===== config.mk =====
export PLATFORM = sky130hd
export DESIGN_NAME = pwm_deadband_gen
export DESIGN_NICKNAME = d
export VERILOG_FILES = /design/src/rtl/pwm_deadband_gen.sv
export SDC_FILE = /design/constraint.sdc
export NUM_CORES = 1
export LEC_CHECK = 0
export BUFFER_PORTS_ARGS = -buffer_cell sky130_fd_sc_hd__buf_2
export CAP_MARGIN = 20
export CELL_PAD_IN_SITES_DETAIL_PLACEMENT = 1
export CELL_PAD_IN_SITES_GLOBAL_PLACEMENT = 1
export CORE_MARGIN = 2
export CORE_UTILIZATION = 25
export CTS_CLUSTER_SIZE = 8
export DETAILED_ROUTE_END_ITERATION = 12
export PLACE_DENSITY = 0.63
export SYNTH_ARGS = -nofsm -noshare
export SYNTH_HDL_FRONTEND = slang
export SYNTH_SLANG_ARGS = --single-unit

===== constraint.sdc =====
create_clock -name HCLK -period 2.71 [get_ports HCLK]
set_clock_uncertainty 0.05 [all_clocks]
set_input_delay 0.1355 -clock HCLK [delete_from_list [all_inputs] [get_ports HCLK]]
set_output_delay 0.1355 -clock HCLK [all_outputs]
set_load 0.02 [all_outputs]

===== src/rtl/pwm_deadband_gen.sv =====
// pwm_deadband_gen: turns one PWM waveform into a non-overlapping
// high-side/low-side gate-drive pair. A programmable dead time is inserted
// at every transition. A latched fault forces both outputs low, and
// high-side pulses are counted for software.
module pwm_deadband_gen #(
    parameter int DT_WIDTH   = 8,
    parameter int PCNT_WIDTH = 16
) (
    input  logic                  HCLK,
    input  logic                  HRESETn,
    input  logic                  pwm_in,
    input  logic                  enable,
    input  logic [DT_WIDTH-1:0]   dt_cycles,
    input  logic                  fault_in,
    input  logic                  fault_clr,
    output logic                  out_hi,
    output logic                  out_lo,
    output logic                  fault_flag,
    output logic [2:0]            state_o,
    output logic [PCNT_WIDTH-1:0] pulse_cnt
);

    typedef enum logic [2:0] {
        ST_OFF    = 3'd0,
        ST_DEAD_R = 3'd1,
        ST_HI     = 3'd2,
        ST_DEAD_F = 3'd3,
        ST_LO     = 3'd4,
        ST_FAULT  = 3'd5
    } state_t;

    state_t              state;
    state_t              state_nxt;
    logic                pwm_q;
    logic [DT_WIDTH-1:0] dead_cnt;
    logic [DT_WIDTH-1:0] dead_len;
    logic                dead_done;
    logic                in_dead;
    logic                enter_dead;
    logic                enter_hi;
    logic                out_hi_d;
    logic                out_lo_d;
    logic                fault_flag_d;

    // A programmed dead time of zero still gives one cycle of both-low.
    assign dead_len   = (dt_cycles == '0) ? DT_WIDTH'(1) : dt_cycles;
    // The counter is loaded with D on entry, so the last dead cycle sees 1.
    assign dead_done  = (dead_cnt <= DT_WIDTH'(1));
    assign in_dead    = (state == ST_DEAD_R) || (state == ST_DEAD_F);
    assign enter_dead = ((state_nxt == ST_DEAD_R) || (state_nxt == ST_DEAD_F))
                        && (state_nxt != state);
    assign enter_hi   = (state_nxt == ST_HI) && (state != ST_HI);
    assign state_o    = state;

    // Input stage and state register; the FSM only ever sees pwm_q.
    always_ff @(posedge HCLK) begin
        // NOTE: sequential state uses non-blocking assignments so every
        // register samples pre-edge values regardless of statement order.
        if (!HRESETn) begin
            pwm_q <= 1'b0;
            state <= ST_OFF;
        end else begin
            pwm_q <= pwm_in;
            state <= state_nxt;
        end
    end

    // Next-state logic, highest-priority condition first.
    always_comb begin
        // NOTE: default first so no path through the case leaves state_nxt
        // unassigned, which would otherwise infer a latch.
        state_nxt = state;
        if (fault_in) begin
            state_nxt = ST_FAULT;
        end else if (state == ST_FAULT) begin
            if (fault_clr) state_nxt = ST_OFF;
        end else if (!enable) begin
            state_nxt = ST_OFF;
        end else begin
            unique case (state)
                ST_OFF:    state_nxt = pwm_q ? ST_DEAD_R : ST_DEAD_F;
                ST_LO:     if (pwm_q)  state_nxt = ST_DEAD_R;
                ST_HI:     if (!pwm_q) state_nxt = ST_DEAD_F;
                // A pulse that ends inside the dead time is swallowed.
                ST_DEAD_R: if (!pwm_q)        state_nxt = ST_LO;
                           else if (dead_done) state_nxt = ST_HI;
                ST_DEAD_F: if (pwm_q)          state_nxt = ST_HI;
                           else if (dead_done) state_nxt = ST_LO;
                default:   state_nxt = ST_OFF;
            endcase
        end
    end

    // Output decode from the next state, so registered outputs track state.
    always_comb begin
        out_hi_d     = (state_nxt == ST_HI);
        out_lo_d     = (state_nxt == ST_LO);
        fault_flag_d = (state_nxt == ST_FAULT);
    end

    // Dead-time down-counter; dt_cycles is only sampled on entry.
    always_ff @(posedge HCLK) begin
        if (!HRESETn) begin
            dead_cnt <= '0;
        end else if (enter_dead) begin
            dead_cnt <= dead_len;
        end else if (in_dead && (dead_cnt != '0)) begin
            dead_cnt <= dead_cnt - DT_WIDTH'(1);
        end
    end

    // Registered outputs and the wrapping HI-entry pulse counter.
    always_ff @(posedge HCLK) begin
        if (!HRESETn) begin
            out_hi     <= 1'b0;
            out_lo     <= 1'b0;
            fault_flag <= 1'b0;
            pulse_cnt  <= '0;
        end else begin
            out_hi     <= out_hi_d;
            out_lo     <= out_lo_d;
            fault_flag <= fault_flag_d;
            if (enter_hi) pulse_cnt <= pulse_cnt + PCNT_WIDTH'(1);
        end
    end

endmodule


==> results of run 1 <==
-- flip-flops by register name, indices dropped and copies added, names as in the netlist --
name / count
pulse_cnt: 16
dead_cnt: 8
state_o: 3
fault_flag: 1
out_hi: 1
out_lo: 1
pwm_q: 1
-- kinds of logic after synthesis --
family,Yosys count,synth area share [%]
mux,5,2.985
buf+inv,21,5.224
xor+xnor,5,2.612
simple gates,81,28.58
compound gates,55,21.34
flops,31,37.02
fa+ha+maj,3,2.239
-- repair_timing --
| item | 4_1_cts | 5_1_grt |
|---|---|---|
| endpoints found under the hold margin | 0 | 0 |
| setup buffers | 0 | 1 |
| pin swaps | 1 | 12 |
| gates resized for setup | 5 | 19 |
| endpoints found under the setup margin | 10 | 15 |
| gates cloned | 2 | 0 |
-- layout by cell type, fill, tap and decap left out, types with 3 or more instances in the layout --
cell type  count
nand2b_1       5
buf_2         35
o31a_1         3
nor4_1         4
mux2i_1        5
or4_1          6
or3_1          4
o21ai_0        6
nor3_1         5
nand4_1        3
a31oi_1        4
inv_1         10
dfxtp_1       29
or4_4          6
a21oi_2        6
nand2_1       11
xnor2_1        4
buf_4         14
clkbuf_8       6
or4b_4         3
nor2_1        15
nand3_1        4
or2_2          4
o31ai_1       10
a21oi_1       14
-- cell type report --
class | count | share of cell area (%)
Clock buffer | 6 | 3.683
Clock inverter | 2 | 1.563
Inverter | 12 | 2.009
Multi-Input combinational cell | 151 | 48.16
Sequential cell | 31 | 27.79
Tap cell | 77 | 4.297
Timing Repair Buffer | 49 | 12.50
-- metrics by stage --
stage	power [W]	utilization, %	area [um2]	hold WS [ns]	setup TNS (ns)
2_1_floorplan	0.0007977	-	1677	0.2128	0
3_3_place_gp	0.0009205	31.19	2003	0.3189	0
3_5_place_dp	0.0009239	31.19	2003	0.3195	-0.4004
4_1_cts	0.001420	33.68	2163	0.02718	0
5_1_grt	0.001526	34.91	2242	0.04937	-0.2227
6_report	0.001435	34.91	2242	0.04093	0
-- layer usage --
metal  wire [um]  global-route usage (%)  up-vias
li1            -                       -      860
met2        2345                   22.20       20
met3         100                   2.599        6
met5           0                       0        -
met1        2440                   18.23      832
met4          62                   4.329        0
-- final timing paths --
path,endpoint,cells past startpoint,startpoint
worst max-delay path,pulse_cnt[5],9,dead_cnt[1]
worst min register to register,pulse_cnt[15],2,pulse_cnt[15]
worst min-delay path,pwm_q,2,pwm_in
worst max register to register,pulse_cnt[5],9,dead_cnt[1]
-- worst max-delay path: cells and delay by family, from the launching register on --
family | cells | cell delay [ns]
simple gates | 3 | 1.28
compound gates | 3 | 0.60
flops | 1 | 0.32
buf+inv | 2 | 0.18
fa+ha+maj | 1 | 0.18
-- power breakdown --
part / internal [W] / leakage (nW) / switching (W)
logic: 0.000197 / 0.537 / 0.000225
clock network: 0.000297 / 0.0612 / 0.000176
registers: 0.000494 / 0.253 / 0.0000453
==> run metrics, run 1 <==
Worst EP required=2.87 ns; via-per-instance ratio=5.238; Sink Count=31; critical path cell sequence=inv_2, ha_1, or2_2, buf_4, a31oi_1, o31a_1, or4b_4, or4_4, a21oi_2; clk_lat worst skew=0.28 ns; Synth top area share=37.01%; RePlAce Congestion=0.7847; Core Region=6422 um2; via count=1718; Final Hold Fails=0; P&R area growth vs syn=33.73%; Starting Density=26.11%; synth top area cells=dfxtp_1 37%, a21oi_1 6.0%, or4_1 5.4%, o31ai_1 4.5%, nor2_1 3.4%; die footprint=7377 um2; normalized max-slew margin=39.72%; initial antenna violation count=0; area leader, netlist=dfxtp_1; vias in the first global route=1696; Yosys warning count=0; synthesized net count=218; Cells after DPL=317; register area=623.1 um2; # fillers=749; share of layout cells above drive strength 1=35.06%; GR Overflow Total=0; # port buffers=35; max-slew violations=0; fin nets=267; fin crit period=2.675 ns; top-count cell post-synth=dfxtp_1; DR DRC count=0; fmax=373.9 MHz; pwr dens=640.0 nW/um2; post-route clock period utilization=98.70%; FF-to-FF setup slack=0.04 ns; Worst Setup Slack, final=0.03517 ns; first-pass GRT wire length=8176 um; site row count=29; Clk Tree Root Cell=clkbuf_8; Final setup viols=0; leakage=0.8511 nW; maximum single-stage delay on the critical path=0.61 ns; area occupied by multi-input gates=1080 um2; first-pass detailed-route iteration total=6; max_cap viols=0; Mapped Area=1677 um2; die height=85.89 um; post-place setup slack=-0.07682 ns; Top FF cell, synth=dfxtp_1; die width=85.89 um; min-delay worst type=primary input to flop; Worst Max-Slew Pin Slew=0.9032 ns; type of element launching the critical path=flop; Async SR Flop Fraction=0%; VDD IR max=0.2908 mV; CTS tree=yes; Post-Syn Area per Cell=8.341 um2; status=complete, no violations; Synth cell types=41; register bit total from synthesis=31; CP endpoint kind=flop; Critical Path Slowest Stage Cell=or4b_4; sequential share of the synthesized area=37.01%; worst setup path class=flop to flop; Post-synth top cells=31 x dfxtp_1, 20 x a21oi_1, 15 x nor2_1; total track usage=13.66%; post-route ant nets=0; total CTS buffers=5; initial drt markers=59; WL final=4949 um; final std cells w/o fill=328; Ant. Diodes=0; RSZ-0062 raised after global routing=true; Avg WL per Cell=15.09 um; Post-Syn Instances=201; clk buf depth=2; total I/O pin count=36; CP arrival=2.84 ns; H-tree lvl count=2; cts hold-fix bufs=0; EDFF count, synth=0; dpl hpwl=3373 um; critical path fanouts, max=7; largest net degree at the start of global routing=24; clock slew at reported path FFs=0.07 ns
(Power assumes the default switching activity.)
==> run 2, diff against run 1 <==
- GPL_TIMING_DRIVEN: not set -> 0
- TNS_END_PERCENT: not set -> 30
==> run 2 against run 1 <==
Net effect:
- maximum frequency decreased by 1.2%
- largest power group unchanged
- critical path depth decreased by 2
- sequential cell count unchanged
- setup slack got worse by 0.034 ns
- core utilization decreased by 0.12 points
- largest cell class unchanged
- clock power decreased by 24%
- register-to-register slack got worse by 0.03 ns
- cell area decreased by 0.33%
- worst hold slack got worse by 0.028 ns
- routed wire length increased by 2.7%
- clock-buffer cell count increased by 1
==> run metrics, run 2 (same netlist as run 1, synthesis figures left out) <==
status=complete, no violations; clk_lat worst skew=0.28 ns (about the same); fin crit period=2.709 ns (+0.03371 ns); most frequent cells in the layout=34 x buf_2, 29 x dfxtp_1, 15 x nor2_1; Final Hold Fails=0 (unchanged); via-per-instance ratio=5.218 (-0.37%); leakage=0.8341 nW (-2.0%); total track usage=14.33% (+0.67 points); type of element launching the critical path=flop; site row count=29 (unchanged); die footprint=7377 um2 (unchanged); vias in the first global route=1653 (-2.5%); Hold Path Sink=pwm_q; Core Region=6422 um2 (unchanged); worst hold margin=0.01253 ns (-0.02840 ns); cts hold-fix bufs=0 (unchanged); VDD IR max=0.1839 mV (-37%); first-pass detailed-route iteration total=6 (unchanged); post-route ant nets=0 (unchanged); RSZ-0062 raised after global routing=true; FF-to-FF setup slack=0.001 ns (-0.03 ns); initial drt markers=58 (-1.7%); clk buf depth=2 (unchanged); largest net degree at the start of global routing=11 (-54%); critical path fanouts, max=5 (-2); total CTS buffers=5 (unchanged); H-tree lvl count=2 (unchanged); clock slew at reported path FFs=0.07 ns (about the same); Critical R2R Launch=dead_cnt[5]; RePlAce Congestion=0.7691 (-2.0%); fin nets=264 (-1.1%); Reg2Reg Depth=7 (-2); max_cap viols=0 (unchanged); Sink Count=31 (unchanged); GR Overflow Total=0 (unchanged); Starting Density=26.11% (unchanged); P&R area growth vs syn=33.28%; worst setup path class=flop to flop; CP endpoint kind=flop; total I/O pin count=36 (unchanged); Final setup viols=0 (unchanged); first-pass GRT wire length=8300 um (+1.5%); DR DRC count=0 (unchanged); min-delay worst type=primary input to flop; CTS tree=yes; normalized max-slew margin=58.87% (+19 points); fmax=369.2 MHz (-1.2%); total power=0.001282 W (-11%); die height=85.89 um (unchanged); Crit Reg-Reg Endpoint=pulse_cnt[9]; via count=1696 (-1.3%); max-slew violations=0 (unchanged); Largest Register=pulse_cnt; commonest non-fill, non-tap cell in the layout=buf_2; share of layout cells above drive strength 1=33.87% (-1.2 points); hold wc startpoint=pwm_in; pwr dens=573.5 nW/um2 (-10%); Largest register FFs=16 (unchanged); Worst Max-Slew Pin Slew=0.6170 ns (-0.2863 ns); Worst EP required=2.88 ns (about the same); WL final=5084 um (+2.7%); CP arrival=2.88 ns (+0.04 ns); dpl hpwl=3493 um (+3.5%); Clk Tree Root Cell=clkbuf_8; hold depth=2 (unchanged); post-route clock period utilization=99.95% (+1.2 points); Avg WL per Cell=15.64 um (+3.7%); Ant. Diodes=0 (unchanged); # port buffers=34 (-2.9%); die width=85.89 um (unchanged); initial antenna violation count=0 (unchanged)
[run 2: per-stage QoR]
stage,std cells,area [um2],utilization [%],TNS [ns],setup slack (ns)
5_1_grt,325,2235,34.79,-1.136,-0.1102
4_1_cts,321,2077,32.34,0,0.002841
6_report,325,2235,34.79,0,0.001453
3_3_place_gp,312,1943,30.26,-3.227,-0.2741
3_5_place_dp,312,1943,30.26,-3.502,-0.2818
2_1_floorplan,201,1677,-,0,0.07315
[run 2: how the worst max path moves through the flow]
stage	startpoint	to	slack [ns]
floorplan	dead_cnt[0]	pulse_cnt[8]	0.07
global placement	dead_cnt[0]	pulse_cnt[15]	-0.27
detailed placement	dead_cnt[0]	pulse_cnt[15]	-0.28
CTS	dead_cnt[5]	pulse_cnt[9]	0.003
global route	dead_cnt[5]	pulse_cnt[3]	-0.11
finish	dead_cnt[5]	pulse_cnt[9]	0.001
[run 2: report_power, final]
| group | total (W) | internal (W) | switching (W) |
|---|---|---|---|
| Clock | 0.000359 | 0.000180 | 0.000179 |
| Combinational | 0.000385 | 0.000173 | 0.000212 |
| Sequential | 0.000537 | 0.000495 | 0.0000429 |
[run 2: layer usage]
layer  up-vias  track usage, %  part of all wire (%)
met5         -               0                     0
li1        838               -                     -
met3         7           3.561                   2.7
met2        23           22.76                    47
met1       828           18.63                    48
met4         0           5.628                   1.7
[run 2: cell type report]
type | count | area, um2
Buffer | 8 | 48.80
Inverter | 12 | 45.04
Timing Repair Buffer | 40 | 222.7
Sequential cell | 31 | 625.6
Clock buffer | 7 | 76.32
Tap cell | 77 | 96.34
Multi-Input combinational cell | 149 | 1115
Clock inverter | 1 | 5.005
Fill cell | 773 | 4188
[run 2: repair_timing]
item / in CTS / in global routing
gates resized for setup: 10 / 32
pin swaps: 4 / 18
endpoints found under the setup margin: 24 / 22
cloned: 0 / 1
buffers inserted: 2 / 3
[run 2: critical path, cell delays in order, from the launching register on]
cell     delay (ns)
dfxtp_4        0.36
nor4_4         0.39
a31oi_1        0.15
o31a_1         0.33
or4b_4         0.57
buf_6          0.16
or4_4          0.51
a21oi_2        0.12
==> run 3, diff against run 2 <==
- CELL_PAD_IN_SITES_DETAIL_PLACEMENT: 1 -> 0
- CELL_PAD_IN_SITES_GLOBAL_PLACEMENT: 1 -> 2
- PLACE_DENSITY: 0.63 -> 0.74
- SKIP_LAST_GASP: not set -> 1
==> run 3 against run 2 <==
Net effect:
- worst hold slack better by 0.044 ns
- the run now ends with design-rule violations left
- cell area decreased by 2.4%
- critical path depth up 2
- setup slack better by 0.062 ns
- non-clock buffer count is 2 lower
- highest routed layer unchanged
- routed wire length shrank 10%
- clock power increased by 36%
- via count is 1.6% lower
- critical endpoint is now pulse_cnt[7]
- sequential power grew 0.9%
- cell count fell by 0.62%
- clock-buffer cell count shrank 1
- sequential cell count unchanged
==> run metrics, run 3 (same netlist as run 1, synthesis figures left out) <==
Sink Count=31 (unchanged); placed inst area=1943 um2 (unchanged); Largest register FFs=16 (unchanged); fin crit period=2.646 ns (-0.06230 ns); H-tree lvl count=2 (unchanged); CP arrival=2.81 ns (-0.07 ns); initial drt markers=62 (+6.9%); Crit path max-delay family=simple AND/OR/NAND/NOR gates; setup_tns=0 ns (unchanged); VDD IR max=0.3326 mV (+81%); GR Overflow Total=0 (unchanged); worst hold margin=0.05696 ns (+0.04443 ns); via count=1669 (-1.6%); fin nets=262 (-0.76%); # fillers=683 (-12%); WP buf/inv=2 (+1); initial antenna violation count=0 (unchanged); share of layout cells above drive strength 1=29.67% (-4.2 points); post-route cell area=2182 um2 (-2.4%); first-pass detailed-route iteration total=11 (+5); total CTS buffers=5 (unchanged); largest net degree at the start of global routing=11 (unchanged); DR DRC count=2 (+2); failing checks=design-rule violations; Reg2Reg Depth=9 (+2); normalized max-slew margin=65.80% (+6.9 points); critical path cell sequence=inv_2, ha_1, or2_4, a31oi_4, o41ai_2, or4b_4, buf_6, or4_1, a21oi_1; CP endpoint kind=flop; via-per-instance ratio=5.167 (-0.98%); die footprint=7377 um2 (unchanged); commonest non-fill, non-tap cell in the layout=buf_2; site row count=29 (unchanged); Final setup viols=0 (unchanged); Core Region=6422 um2 (unchanged); P&R area growth vs syn=30.15%; dpl hpwl=3260 um (-6.7%); Clk Tree Root Cell=clkbuf_8; RePlAce Congestion=0.7898 (+2.7%); Ant. Diodes=0 (unchanged); pwr dens=655.3 nW/um2 (+14%); total I/O pin count=36 (unchanged); register area=623.1 um2 (-0.40%); total power=0.001430 W (+12%); Largest Register=pulse_cnt; Final Hold Fails=0 (unchanged); vias in the first global route=1525 (-7.7%); leakage=0.8119 nW (-2.7%); worst setup path class=flop to flop; status=finished with violations; min-delay worst type=primary input to flop; FF-to-FF setup slack=0.06 ns (+0.06 ns); first-pass GRT wire length=7438 um (-10%); WL final=4572 um (-10%); Avg WL per Cell=14.15 um (-9.5%); RSZ-0062 raised after global routing=true; critical path fanouts, max=10 (+5); Worst EP required=2.88 ns (about the same); clk_lat worst skew=0.29 ns (about the same); fmax=377.9 MHz (+2.4%); clk buf depth=2 (unchanged); type of element launching the critical path=flop; Final Core Density=33.98% (-0.82 points); most frequent cells in the layout=36 x buf_2, 29 x dfxtp_1, 19 x a21oi_1; post-route clock period utilization=97.65% (-2.3 points); CTS tree=yes; die height=85.89 um (unchanged); post-route ant nets=0 (unchanged); clock slew at reported path FFs=0.07 ns (about the same); Starting Density=26.11% (unchanged); hold depth=3 (+1); Worst Max-Slew Pin Slew=0.5106 ns (-0.1064 ns); max_cap viols=0 (unchanged); # port buffers=34 (unchanged); max-slew violations=0 (unchanged); Critical Path Slowest Stage Cell=or4b_4; die width=85.89 um (unchanged); maximum single-stage delay on the critical path=0.60 ns (+0.03 ns); area occupied by multi-input gates=1050 um2 (-5.8%); total track usage=12.72% (-1.6 points); stages on the worst setup path=9 (+2)
run 3: cell types whose count changed in the layout (fill, tap and decap cells not counted), moves of 2 or more:
cell	previous run	this run
buf_2	34	36
a21oi_2	6	1
clkbuf_4	2	0
buf_6	3	1
or4_1	5	11
o31ai_1	6	8
clkbuf_1	6	3
a21oi_1	14	19
or4_4	7	1
o31ai_4	2	0
run 3: cell type report:
class	count	share of cell area, %
Tap cell	77	4.415
Inverter	12	2.064
Sequential cell	31	28.56
Multi-Input combinational cell	149	48.11
Timing Repair Buffer	39	9.633
Clock buffer	6	3.784
Buffer	7	1.835
Clock inverter	2	1.606
run 3: worst reg2reg max path, stage by stage, from the launching register on:
cell	delay (ns)
dfxtp_1	0.35
inv_2	0.06
ha_1	0.19
or2_4	0.28
a31oi_4	0.14
o41ai_2	0.11
or4b_4	0.60
buf_6	0.16
or4_1	0.50
a21oi_1	0.15
run 3: power breakdown:
group          internal (W)  switching (W)
logic              0.000186       0.000216
clock network      0.000298       0.000189
registers          0.000494      0.0000485
total              0.000977       0.000453
run 3: path summary, 6_finish.rpt:
path / from / endpoint
setup reg to reg: dead_cnt[1] / pulse_cnt[7]
hold reg to reg: pulse_cnt[15] / pulse_cnt[15]
hold / removal: dt_cycles[2] / dead_cnt[2]
setup / recovery: dead_cnt[1] / pulse_cnt[7]
run 3: routing by layer:
metal  vias up  GRT usage (%)  share of wire [%]
met5         -              0                  0
met4         0          5.195                1.7
met3         6          2.791                3.7
met2        29          19.17                 46
met1       794          17.52                 49
li1        840              -                  -
run 3: timing repair:
item / 4_1_cts / 5_1_grt
pin swaps: 4 / 6
hold endpoints to repair: 1 / 0
setup endpoints to repair: 23 / 21
cloned: 0 / 0
buffers inserted: 1 / 3
gates resized for setup: 9 / 14
hold buffers: 1 / 0
run 3: per-stage QoR:
stage	setup slack, ns	std cells
after global placement	-0.2623	312
after detailed placement	-0.2370	312
after CTS	0.01043	321
final	0.06375	323
after floorplan	0.07315	201
after global routing	-0.03181	323
